File: src/rtl/gobang_pkg.sv
// rtl/gobang_pkg.sv - shared cell codes, direction and state encodings for the win checker
package gobang_pkg;

    localparam logic [1:0] CELL_EMPTY = 2'b00;
    localparam logic [1:0] CELL_P1    = 2'b01;
    localparam logic [1:0] CELL_P2    = 2'b10;

    typedef enum logic [1:0] {
        DIR_H = 2'd0,
        DIR_V = 2'd1,
        DIR_D = 2'd2,
        DIR_A = 2'd3
    } dir_e;

    typedef enum logic [1:0] {
        ST_IDLE  = 2'd0,
        ST_ISSUE = 2'd1,
        ST_EVAL  = 2'd2,
        ST_DONE  = 2'd3
    } state_e;

endpackage

File: src/rtl/win_check_ctrl_if.sv
// rtl/win_check_ctrl_if.sv - board RAM read port between the win checker and board memory
interface win_check_ctrl_if #(
    parameter int COORD_W = 4
);
    logic               rd_en;
    logic [COORD_W-1:0] rd_x;
    logic [COORD_W-1:0] rd_y;
    logic [1:0]         rd_data;

    modport master (output rd_en, rd_x, rd_y, input rd_data);
    modport slave  (input rd_en, rd_x, rd_y, output rd_data);
endinterface

File: src/rtl/win_step_gen.sv
// rtl/win_step_gen.sv - candidate cell = anchor + step*direction*side, with board bounds flag
module win_step_gen
    import gobang_pkg::*;
#(
    parameter int BOARD_W = 16,
    parameter int COORD_W = 4,
    parameter int STEP_W  = 4
) (
    input  logic [COORD_W-1:0] i_anchor_x,
    input  logic [COORD_W-1:0] i_anchor_y,
    input  dir_e               i_dir,
    input  logic               i_side,
    input  logic [STEP_W-1:0]  i_step,
    output logic [COORD_W-1:0] o_cand_x,
    output logic [COORD_W-1:0] o_cand_y,
    output logic               o_in_bounds
);
    localparam int SW = COORD_W + 1;
    localparam logic signed [SW-1:0] MAX_C = SW'(BOARD_W - 1);

    logic signed [SW-1:0] w_step_s;
    logic signed [SW-1:0] w_off_x;
    logic signed [SW-1:0] w_off_y;
    logic signed [SW-1:0] w_cx;
    logic signed [SW-1:0] w_cy;

    assign w_step_s = SW'(i_step);

    // Offsets along the vector; side '-' (i_side=1) mirrors both axes.
    always_comb begin
        w_off_x = '0;
        w_off_y = '0;
        case (i_dir)
            DIR_H: begin w_off_x = w_step_s;  w_off_y = '0;        end
            DIR_V: begin w_off_x = '0;        w_off_y = w_step_s;  end
            DIR_D: begin w_off_x = w_step_s;  w_off_y = w_step_s;  end
            DIR_A: begin w_off_x = w_step_s;  w_off_y = -w_step_s; end
            default: begin w_off_x = '0;      w_off_y = '0;        end
        endcase
        if (i_side) begin
            w_off_x = -w_off_x;
            w_off_y = -w_off_y;
        end
    end

    assign w_cx = $signed({1'b0, i_anchor_x}) + w_off_x;
    assign w_cy = $signed({1'b0, i_anchor_y}) + w_off_y;

    assign o_cand_x    = w_cx[COORD_W-1:0];
    assign o_cand_y    = w_cy[COORD_W-1:0];
    assign o_in_bounds = !w_cx[SW-1] && (w_cx <= MAX_C) &&
                         !w_cy[SW-1] && (w_cy <= MAX_C);

endmodule

File: src/rtl/win_check_ctrl.sv
// rtl/win_check_ctrl.sv - walks the board from the last move in four directions to detect a winning run
module win_check_ctrl
    import gobang_pkg::*;
#(
    parameter int BOARD_W = 16,
    parameter int COORD_W = 4,
    parameter int WIN_LEN = 5
) (
    input  logic               clock,
    input  logic               resetn,
    input  logic               start,
    input  logic [COORD_W-1:0] x_in,
    input  logic [COORD_W-1:0] y_in,
    input  logic [1:0]         player,
    output logic               busy,
    output logic               done,
    output logic               win,
    win_check_ctrl_if.master   rd_bus
);
    localparam int CNT_W = 4;
    localparam logic [CNT_W-1:0] LAST_CNT = CNT_W'(WIN_LEN - 1);

    state_e             r_state;
    state_e             w_next;
    logic [COORD_W-1:0] r_x;
    logic [COORD_W-1:0] r_y;
    logic [1:0]         r_player;
    dir_e               r_dir;
    logic               r_side;
    logic [CNT_W-1:0]   r_step;
    logic [CNT_W-1:0]   r_count;
    logic               r_win;

    logic [COORD_W-1:0] w_cand_x;
    logic [COORD_W-1:0] w_cand_y;
    logic               w_in_bounds;
    logic               w_rd_en;
    logic               w_adv;
    logic               w_hit;
    logic               w_win_set;
    logic               w_last;
    logic               w_bad_player;
    logic               w_match;

    win_step_gen #(
        .BOARD_W (BOARD_W),
        .COORD_W (COORD_W),
        .STEP_W  (CNT_W)
    ) u_step_gen (
        .i_anchor_x  (r_x),
        .i_anchor_y  (r_y),
        .i_dir       (r_dir),
        .i_side      (r_side),
        .i_step      (r_step),
        .o_cand_x    (w_cand_x),
        .o_cand_y    (w_cand_y),
        .o_in_bounds (w_in_bounds)
    );

    assign w_last       = (r_dir == DIR_A) && r_side;
    assign w_bad_player = (r_player[0] == r_player[1]);
    assign w_match      = (rd_bus.rd_data == r_player);

    always_ff @(posedge clock or negedge resetn) begin
        if (!resetn) r_state <= ST_IDLE;
        else         r_state <= w_next;
    end

    always_comb begin
        w_next    = r_state;
        w_rd_en   = 1'b0;
        w_adv     = 1'b0;
        w_hit     = 1'b0;
        w_win_set = 1'b0;
        case (r_state)
            ST_IDLE: begin
                if (start) w_next = ST_ISSUE;
            end
            ST_ISSUE: begin
                if (w_bad_player) begin
                    w_next = ST_DONE;
                end else if (w_in_bounds && (r_step <= LAST_CNT)) begin
                    w_rd_en = 1'b1;
                    w_next  = ST_EVAL;
                end else begin
                    // Off-board or run already long enough on this side: skip without a read.
                    w_adv  = 1'b1;
                    w_next = w_last ? ST_DONE : ST_ISSUE;
                end
            end
            ST_EVAL: begin
                if (w_match) begin
                    w_hit = 1'b1;
                    if (r_count == LAST_CNT) begin
                        w_win_set = 1'b1;
                        w_next    = ST_DONE;
                    end else begin
                        w_next = ST_ISSUE;
                    end
                end else begin
                    w_adv  = 1'b1;
                    w_next = w_last ? ST_DONE : ST_ISSUE;
                end
            end
            ST_DONE: w_next = ST_IDLE;
            default: w_next = ST_IDLE;
        endcase
    end

    always_ff @(posedge clock or negedge resetn) begin
        if (!resetn) begin
            r_x      <= '0;
            r_y      <= '0;
            r_player <= CELL_EMPTY;
            r_dir    <= DIR_H;
            r_side   <= 1'b0;
            r_step   <= '0;
            r_count  <= '0;
            r_win    <= 1'b0;
        end else if (r_state == ST_IDLE) begin
            if (start) begin
                r_x      <= x_in;
                r_y      <= y_in;
                r_player <= player;
                r_dir    <= DIR_H;
                r_side   <= 1'b0;
                r_step   <= CNT_W'(1);
                r_count  <= CNT_W'(1);
                r_win    <= 1'b0;
            end
        end else if (w_adv) begin
            // Count carries across the two sides of one line, restarts per direction.
            r_step <= CNT_W'(1);
            if (!r_side) begin
                r_side <= 1'b1;
            end else begin
                r_side  <= 1'b0;
                r_dir   <= dir_e'(r_dir + 2'd1);
                r_count <= CNT_W'(1);
            end
        end else if (w_hit) begin
            r_count <= r_count + CNT_W'(1);
            if (w_win_set) r_win  <= 1'b1;
            else           r_step <= r_step + CNT_W'(1);
        end
    end

    assign rd_bus.rd_en = w_rd_en;
    assign rd_bus.rd_x  = w_rd_en ? w_cand_x : '0;
    assign rd_bus.rd_y  = w_rd_en ? w_cand_y : '0;
    assign busy         = (r_state != ST_IDLE);
    assign done         = (r_state == ST_DONE);
    assign win          = r_win;

endmodule
File: src/flat_wrapper.sv
// flat-port wrapper written by rule: the top's interface ports become plain ports
module win_check_ctrl_flat import gobang_pkg::*;
#(
    parameter int BOARD_W = 16,
    parameter int COORD_W = 4,
    parameter int WIN_LEN = 5
)
  (clock, resetn, start, x_in, y_in, player, busy, done, win, rd_bus_rd_en, rd_bus_rd_x, rd_bus_rd_y, rd_bus_rd_data);
  win_check_ctrl_if #(.COORD_W(COORD_W)) rd_bus_i ();
  input  logic clock;
  input  logic resetn;
  input  logic start;
  input  logic [COORD_W-1:0] x_in;
  input  logic [COORD_W-1:0] y_in;
  input  logic [1:0] player;
  output logic busy;
  output logic done;
  output logic win;
  output wire logic [$bits(rd_bus_i.rd_en)-1:0] rd_bus_rd_en;
  output wire logic [$bits(rd_bus_i.rd_x)-1:0] rd_bus_rd_x;
  output wire logic [$bits(rd_bus_i.rd_y)-1:0] rd_bus_rd_y;
  input wire logic [$bits(rd_bus_i.rd_data)-1:0] rd_bus_rd_data;
  assign rd_bus_rd_en = rd_bus_i.rd_en;
  assign rd_bus_rd_x = rd_bus_i.rd_x;
  assign rd_bus_rd_y = rd_bus_i.rd_y;
  assign rd_bus_i.rd_data = rd_bus_rd_data;
  win_check_ctrl #(.BOARD_W(BOARD_W), .COORD_W(COORD_W), .WIN_LEN(WIN_LEN)) u_core (.clock(clock), .resetn(resetn), .start(start), .x_in(x_in), .y_in(y_in), .player(player), .busy(busy), .done(done), .win(win), .rd_bus(rd_bus_i));
endmodule
File: config.mk
export PLATFORM = sky130hd
export DESIGN_NAME = win_check_ctrl_flat
export DESIGN_NICKNAME = d
export VERILOG_FILES = /design/src/rtl/gobang_pkg.sv /design/src/rtl/win_check_ctrl_if.sv /design/src/rtl/win_step_gen.sv /design/src/rtl/win_check_ctrl.sv /design/src/flat_wrapper.sv
export SDC_FILE = /design/constraint.sdc
export NUM_CORES = 1
export LEC_CHECK = 0
export ABC_CLOCK_PERIOD_IN_PS = 3900
export BUFFER_PORTS_ARGS = -buffer_cell sky130_fd_sc_hd__buf_2
export CORE_MARGIN = 2
export CORE_UTILIZATION = 47
export CTS_CLUSTER_DIAMETER = 120
export CTS_CLUSTER_SIZE = 8
export DETAILED_ROUTE_END_ITERATION = 6
export PLACE_DENSITY = 0.7
export REMOVE_ABC_BUFFERS = 1
export SKIP_CTS_REPAIR_TIMING = 1
export SLEW_MARGIN = 20
export SYNTH_ARGS = -nofsm -noshare
export SYNTH_HDL_FRONTEND = slang
export SYNTH_SLANG_ARGS = --single-unit
File: constraint.sdc
create_clock -name clock -period 3.9 [get_ports clock]
set_input_delay 0.195 -clock clock [delete_from_list [all_inputs] [get_ports clock]]
set_output_delay 0.195 -clock clock [all_outputs]
set_load 0.05 [all_outputs]
Yosys cells after proc, flatten, opt, wreduce, memory -nomap -nowiden

Index checks and enable logic that the tools add are counted.

Add/sub/neg operators: 8
Mux-type cells: 46
$lt $le $gt $ge: 3
Eq/ne operators: 13
Reduce and logical (&&, ||, !) cells: 23

Operators with widths:

| operator                                                       | count |
|---|---|
| 2-to-1 mux 4 bit                                               | 11 |
| 2-to-1 mux 2 bit                                               | 10 |
| 2-to-1 mux 1 bit                                               | 19 |
| one-hot mux 5 bit (3 select lines)                             | 1 |
| adder 5 bit                                                    | 2 |
| less-or-equal comparator 5 bit, second input constant          | 2 |
| 2-to-1 mux 5 bit                                               | 2 |
| negation 5 bit                                                 | 2 |
| one-hot mux 5 bit (2 select lines)                             | 1 |
| nonzero test 2 bit                                             | 5 |
| AND reduction 3 bit                                            | 3 |
| adder 4 x 1 -> 4 bit, second input constant                    | 2 |
| equality test 2 bit, second input constant                     | 4 |
| one-hot mux 2 bit (4 select lines)                             | 1 |
| inequality test 3 x 2 -> 1 bit, second input constant          | 2 |
| logical AND 1 bit                                              | 5 |
| negation 4 -> 5 bit                                            | 1 |
| equality test 2 x 1 -> 1 bit, second input constant            | 2 |
| equality test 4 x 3 -> 1 bit, second input constant            | 1 |
| less-or-equal comparator 4 x 3 -> 1 bit, second input constant | 1 |
| zero test 2 bit                                                | 2 |
| inequality test 2 bit, second input constant                   | 2 |
| AND reduction 2 bit                                            | 2 |
| AND reduction 4 bit                                            | 1 |
| other kinds (8)                                                | 9 |

Output and inout port bits: 12
Bits in registers: 24

Longest topological paths before layout

Word-level depth: 16
Depth in mapped cells: 20
Mapped depth without buffers: 20

By module

From an unflattened synthesis, not the netlist that was laid out.

Cell total of the unflattened synthesis: 222
Area, all modules: 2048.2 um^2

By module, submodules not included:

| module         | times used | area an instance (um^2) | cells each |
|---|---|---|---|
| win_check_ctrl | 1          | 1391.3                  | 139 |
| win_step_gen   | 1          | 656.9                   | 83 |

Least setup slack after synthesis

Ideal clock, no wire load.

Kind: flip-flop to output port
Start point: reg u_core.r_step[0]
End point: out rd_bus_rd_x[0]
Data arrival time: 4.256 ns
Required time: 3.705 ns
Stages on the path, launching flop included: 20
Path slack: -0.551 ns
Cell sequence: dfrtp_1 inv_1 ha_1 a22o_1 nand2_1 ha_1 nand2_1 o21ai_0 fa_1 nand3_1 a211oi_1 or2_2 a32oi_2 ha_1 o22ai_1 nor3_1 and3_4 nand3_2 inv_2 and2_1

Word-level cells in the longest chain between the ends: 13
Elaborated cells between the ends (all ways): 22

Ends and longest elaborated chain:

| what                                                        | line                  | source |
|---|---|---|
| start: declaration                                          | win_check_ctrl.sv:30  | `logic [CNT_W-1:0] r_step;` |
| start signal: assignment                                    | win_check_ctrl.sv:144 | `else r_step <= r_step + CNT_W'(1);` |
| branches (longest 8 deep; another with negation 4 -> 5 bit) | n/a                   |  |
| logical AND 1 bit *                                         | win_check_ctrl.sv:82  | `end else if (w_in_bounds && (r_step <= LAST_CNT)) begin` |
| 2-to-1 mux 1 bit *                                          | win_check_ctrl.sv:82  |  |
| 2-to-1 mux 1 bit *                                          | win_check_ctrl.sv:80  | `if (w_bad_player) begin` |
| 2-to-1 mux 1 bit *                                          | win_check_ctrl.sv:75  | `case (r_state)` |
| via rd_bus_rd_en                                            | flat_wrapper.sv:19    | `output wire logic [$bits(rd_bus_i.rd_en)-1:0] rd_bus_rd_en;` |
| 2-to-1 mux 4 bit *                                          | win_check_ctrl.sv:149 | `assign rd_bus.rd_x = w_rd_en ? w_cand_x : '0;` |
| end: declaration                                            | flat_wrapper.sv:20    | `output wire logic [$bits(rd_bus_i.rd_x)-1:0] rd_bus_rd_x;` |

Mark *: on every way through the listed nets, which the timed path passes. The select of a mux whose other input is x is not followed.

Worst setup path in the final report

Start point: reg u_core.r_dir[1]
End point: out rd_bus_rd_y[0]

Word-level cells in the longest chain between the ends: 15
Elaborated cells between the ends (all ways): 26

Ends and longest elaborated chain:

| what                                                                     | line                  | source |
|---|---|---|
| start: declaration                                                       | win_check_ctrl.sv:28  | `dir_e r_dir;` |
| start signal: assignment                                                 | win_check_ctrl.sv:138 | `r_dir <= dir_e'(r_dir + 2'd1);` |
| equality test 2 bit / zero test 2 bit (equally long branches)            | win_step_gen.sv:33    | `case (i_dir)` |
| OR reduction 3 bit (no line)                                             | n/a                   |  |
| one-hot mux 5 bit (2 select lines)                                       | win_step_gen.sv:33    |  |
| negation 5 bit                                                           | win_step_gen.sv:41    | `w_off_x = -w_off_x;` |
| 2-to-1 mux 5 bit                                                         | win_step_gen.sv:40    | `if (i_side) begin` |
| adder 5 bit                                                              | win_step_gen.sv:46    | `assign w_cx = $signed({1'b0, i_anchor_x}) + w_off_x;` |
| less-or-equal comparator 5 bit / zero test 1 bit (equally long branches) | win_step_gen.sv:51    | `assign o_in_bounds = !w_cx[SW-1] && (w_cx <= MAX_C) &&` |
| logical AND 1 bit (2 in a row)                                           | win_step_gen.sv:51    |  |
| logical AND 1 bit                                                        | win_step_gen.sv:52    | `!w_cy[SW-1] && (w_cy <= MAX_C);` |
| logical AND 1 bit                                                        | win_check_ctrl.sv:82  |  |
| 2-to-1 mux 1 bit                                                         | win_check_ctrl.sv:82  |  |
| 2-to-1 mux 1 bit                                                         | win_check_ctrl.sv:80  |  |
| 2-to-1 mux 1 bit                                                         | win_check_ctrl.sv:75  |  |
| 2-to-1 mux 4 bit *                                                       | win_check_ctrl.sv:150 | `assign rd_bus.rd_y = w_rd_en ? w_cand_y : '0;` |
| end: declaration                                                         | flat_wrapper.sv:21    | `output wire logic [$bits(rd_bus_i.rd_y)-1:0] rd_bus_rd_y;` |

Every way passes the cells marked *; elsewhere a longest branch is shown, timed or not. The select of a mux whose other input is x is not followed.

==> impl_metrics.sql <==
INSERT INTO impl_metrics (metric_group, metric, value, unit) VALUES
('power', 'clock_power_share', '8.2', '%'),
('synth', 'synth.lib_cells_used.distinct', '54', ''),
('worst_setup_path', 'worst_ep_required_time', '3.70', 'ns'),
('sta', 'layout_min_cycle_time', '4.64', 'ns'),
('final_layout', 'nNetsFinal', '340', ''),
('die', 'initial_utilization', '48.6', '%'),
('final_layout', 'postLayoutCoreUtil', '70.1', '%'),
('clock_network', 'clock_insertion_delay_worst_skew', '0.27', 'ns'),
('sta', 'finalWorstSetupSlack', '-0.737', 'ns'),
('placement', 'place_congestion', '0.914', ''),
('sta', 'finalHoldViolations', '0', ''),
('sta', 'fin_worst_skew', '0.00865', 'ns'),
('job', 'max_cap_violations', '0', ''),
('power', 'switchingPower', '1.26', 'mW'),
('sta', 'worst-slew-pin-transition', '0.746', 'ns'),
('clock_network', 'clock-root-buffer', 'sky130_fd_sc_hd__clkbuf_8', ''),
('hold_path', 'holdCritPathClass', 'in -> reg', ''),
('power', 'internal_power_consumption', '1.45', 'mW'),
('power', 'power_frac_seq', '16.4', '%'),
('synth', 'yosys-top-cells-count', '24 x sky130_fd_sc_hd__dfrtp_1, 24 x sky130_fd_sc_hd__nand2_1, 23 x sky130_fd_sc_hd__ha_1', ''),
('synth', 'syn_inst', '225', ''),
('placement', 'post-dp-hpwl', '3750', 'um'),
('worst_setup_path', 'worst_setup_path_end_kind', 'primary output', ''),
('synth', 'synthDominantCellAreaShare', '28.6', '%'),
('placement', 'numPlacedInstances', '338', ''),
('power', 'p_leak', '1.42', 'nW'),
('global_route', 'vias_in_the_first_global_route', '1793', ''),
('run_status', 'run_status', 'complete, but fails checks', ''),
('global_route', 'grt_antenna_before_repair', '0', ''),
('sta', 'finalSetupViolations', '23', ''),
('routing', 'avgViaCountPerCell', '5.77', ''),
('clock_network', 'cts_max_path_buffers', '2', ''),
('clock_network', 'cts.sinks', '24', ''),
('global_route', 'grtUsageTotal', '20.3', '%'),
('routing', 'drt_drc_violations_left', '0', ''),
('synth', 'avgSynthCellArea', '9.34', 'um2'),
('placement', 'port_buffers', '26', ''),
('clock_network', 'cts-htree-levels', '1', ''),
('clock_network', 'numCtsBuffers', '3', ''),
('sta', 'fmax', '216', 'MHz'),
('clock_network', 'tritoncts_clock_tree', 'yes', ''),
('synth', 'synth_top_flop_cell', 'sky130_fd_sc_hd__dfrtp_1', ''),
('placement', 'placedInstanceArea', '2570', 'um2'),
('clock_network', 'clk_pin_slew_worst_paths', '0.10', 'ns'),
('power', 'total_power', '2.71', 'mW'),
('routing', 'detail-route-antenna-nets', '0', ''),
('routing', 'detail_route.first_pass.iterations', '4', ''),
('power', 'comb_power_share', '75.4', '%'),
('final_layout', 'insertedDiodeCount', '0', ''),
('synth', 'ys_async_sr_fraction', '100', '%'),
('final_layout', 'drive_gt1_share', '46.2', '%'),
('sta', 'worst_slew_margin_rel', '49.6', '%'),
('routing', 'wirelength', '6220', 'um'),
('global_route', 'grt_first_pass_wirelength', '8260', 'um'),
('run_status', 'failed_checks', 'negative setup slack', ''),
('final_layout', 'finish.instance_area', '3030', 'um2'),
('die', 'design.core.area', '4320', 'um2'),
('worst_setup_path', 'cp_max_fo', '7', ''),
('sta', 'rsz0062_at_grt', 'true', ''),
('worst_setup_path', 'critical_path.startpoint_type', 'flop', ''),
('synth', 'synthDominantAreaCellType', 'sky130_fd_sc_hd__dfrtp_1', ''),
('worst_setup_path', 'setup.worst_path.class', 'reg -> out', ''),
('synth', 'yosys_warnings', '0', ''),
('sta', 'final_min_period_over_clock_period', '119', '%'),
('power', 'p_sw_share', '46.3', '%'),
('synth', 'post_synth_main_area_contributors', 'sky130_fd_sc_hd__dfrtp_1 29%, sky130_fd_sc_hd__ha_1 14%, sky130_fd_sc_hd__mux2_2 5.4%', ''),
('die', 'fp.dieW', '70.9', 'um'),
('routing', 'routed-via-count', '2024', ''),
('synth', 'synth_area', '2100', 'um2'),
('worst_setup_path', 'critical_path_arrival', '4.44', 'ns'),
('sta', 'finalMaxSlewViolations', '0', '');
[power groups by stage]
stage / clock network [mW] / registers (mW) / logic (mW)
2_1_floorplan: 0 / 0.447 / 1.05
3_3_place_gp: 0 / 0.437 / 1.58
3_5_place_dp: 0 / 0.442 / 1.61
4_1_cts: 0.228 / 0.437 / 1.62
5_1_grt: 0.235 / 0.453 / 2.20
6_report: 0.223 / 0.443 / 2.04
[cells by family (layout without fill, tap and decap cells)]
group	Yosys count	in the layout	synth area share [%]
AND/OR/NAND/NOR	78	78	19.9
XOR/XNOR	13	13	6.31
multiplexers	16	16	8.22
flip-flops	24	24	28.6
buffers and inverters	21	95	4.17
AO/OA/AOI/OAI	48	48	17.2
adder cells (fa/ha/maj)	25	25	15.6
[layout by cell type (no fill, tap or decap), drive strengths merged, types with 3 or more instances in the layout]
master,n
mux2i,6
nand2b,4
inv,16
clkbuf,3
a21oi,11
mux2,10
dfrtp,24
nor3,6
buf,74
xor2,8
nand2,24
xnor2,5
nand4,4
nor2,15
o21ai,10
nand3,5
a21o,6
and2,10
ha,23
[per-stage QoR]
| step | setup TNS (ns) | hold WS [ns] |
|---|---|---|
| after floorplan | -5.20 | -0.101 |
| after global routing | -15.48 | 0.153 |
| after global placement | -4.14 | 0.218 |
| after detailed placement | -5.82 | 0.226 |
| after CTS | -8.69 | -0.0718 |
| final | -12.08 | 0.145 |
[flip-flops by register name, indices dropped and copies added (netlist names)]
| name | cells |
|---|---|
| u_core.r_count | 4 |
| u_core.r_step | 4 |
| u_core.r_x | 4 |
| u_core.r_y | 4 |
| u_core.r_dir | 2 |
| u_core.r_player | 2 |
| u_core.r_state | 2 |
| u_core.r_side | 1 |
| u_core.win | 1 |
[routing by layer]
layer | GRT usage, % | routed length (um)
met3 | 2.28 | 314
met1 | 28.2 | 2550
met4 | 3.98 | 287
met2 | 34.6 | 3070
met5 | 0 | 0
[area by class of cell]
type / instances / area [um2]
Sequential cell: 24 / 601
Timing Repair Buffer: 75 / 606
Fill cell: 313 / 1290
Tap cell: 52 / 65.1
Inverter: 16 / 62.6
Clock inverter: 1 / 30.0
Multi-Input combinational cell: 180 / 1620
Clock buffer: 3 / 41.3
[worst paths after layout]
kind                       cells past startpoint            endpoint       startpoint  slack [ns]
setup / recovery                              21      rd_bus_rd_y[0]  u_core.r_dir[1]       -0.74
hold / removal                                 2  u_core.r_player[0]        player[0]        0.14
setup reg to reg                              22    u_core.r_step[3]  u_core.r_dir[1]       -0.56
hold reg to reg                                2          u_core.win       u_core.win        0.49
max in group asynchronous                      2     u_core.r_dir[1]           resetn        3.07
min in group asynchronous                      2  u_core.r_player[1]           resetn        0.44
[worst max-delay path: stages (launching register included)]
cell,delay (ns)
sky130_fd_sc_hd__dfrtp_1,0.43
sky130_fd_sc_hd__ha_2,0.24
sky130_fd_sc_hd__buf_6,0.11
sky130_fd_sc_hd__o211ai_1,0.21
sky130_fd_sc_hd__buf_4,0.18
sky130_fd_sc_hd__nand2_4,0.05
sky130_fd_sc_hd__nor2_4,0.11
sky130_fd_sc_hd__nor2_2,0.05
sky130_fd_sc_hd__o32ai_2,0.31
sky130_fd_sc_hd__ha_1,0.33
sky130_fd_sc_hd__a21oi_2,0.20
sky130_fd_sc_hd__a211oi_2,0.10
sky130_fd_sc_hd__or2_4,0.25
sky130_fd_sc_hd__a32oi_4,0.29
sky130_fd_sc_hd__ha_4,0.19
sky130_fd_sc_hd__o22ai_4,0.07
sky130_fd_sc_hd__nor3_2,0.24
sky130_fd_sc_hd__and3_4,0.25
sky130_fd_sc_hd__nand3_4,0.11
sky130_fd_sc_hd__inv_4,0.12
sky130_fd_sc_hd__and2_4,0.16
sky130_fd_sc_hd__buf_8,0.15
No activity file was read; power rests on OpenSTA's default activity.
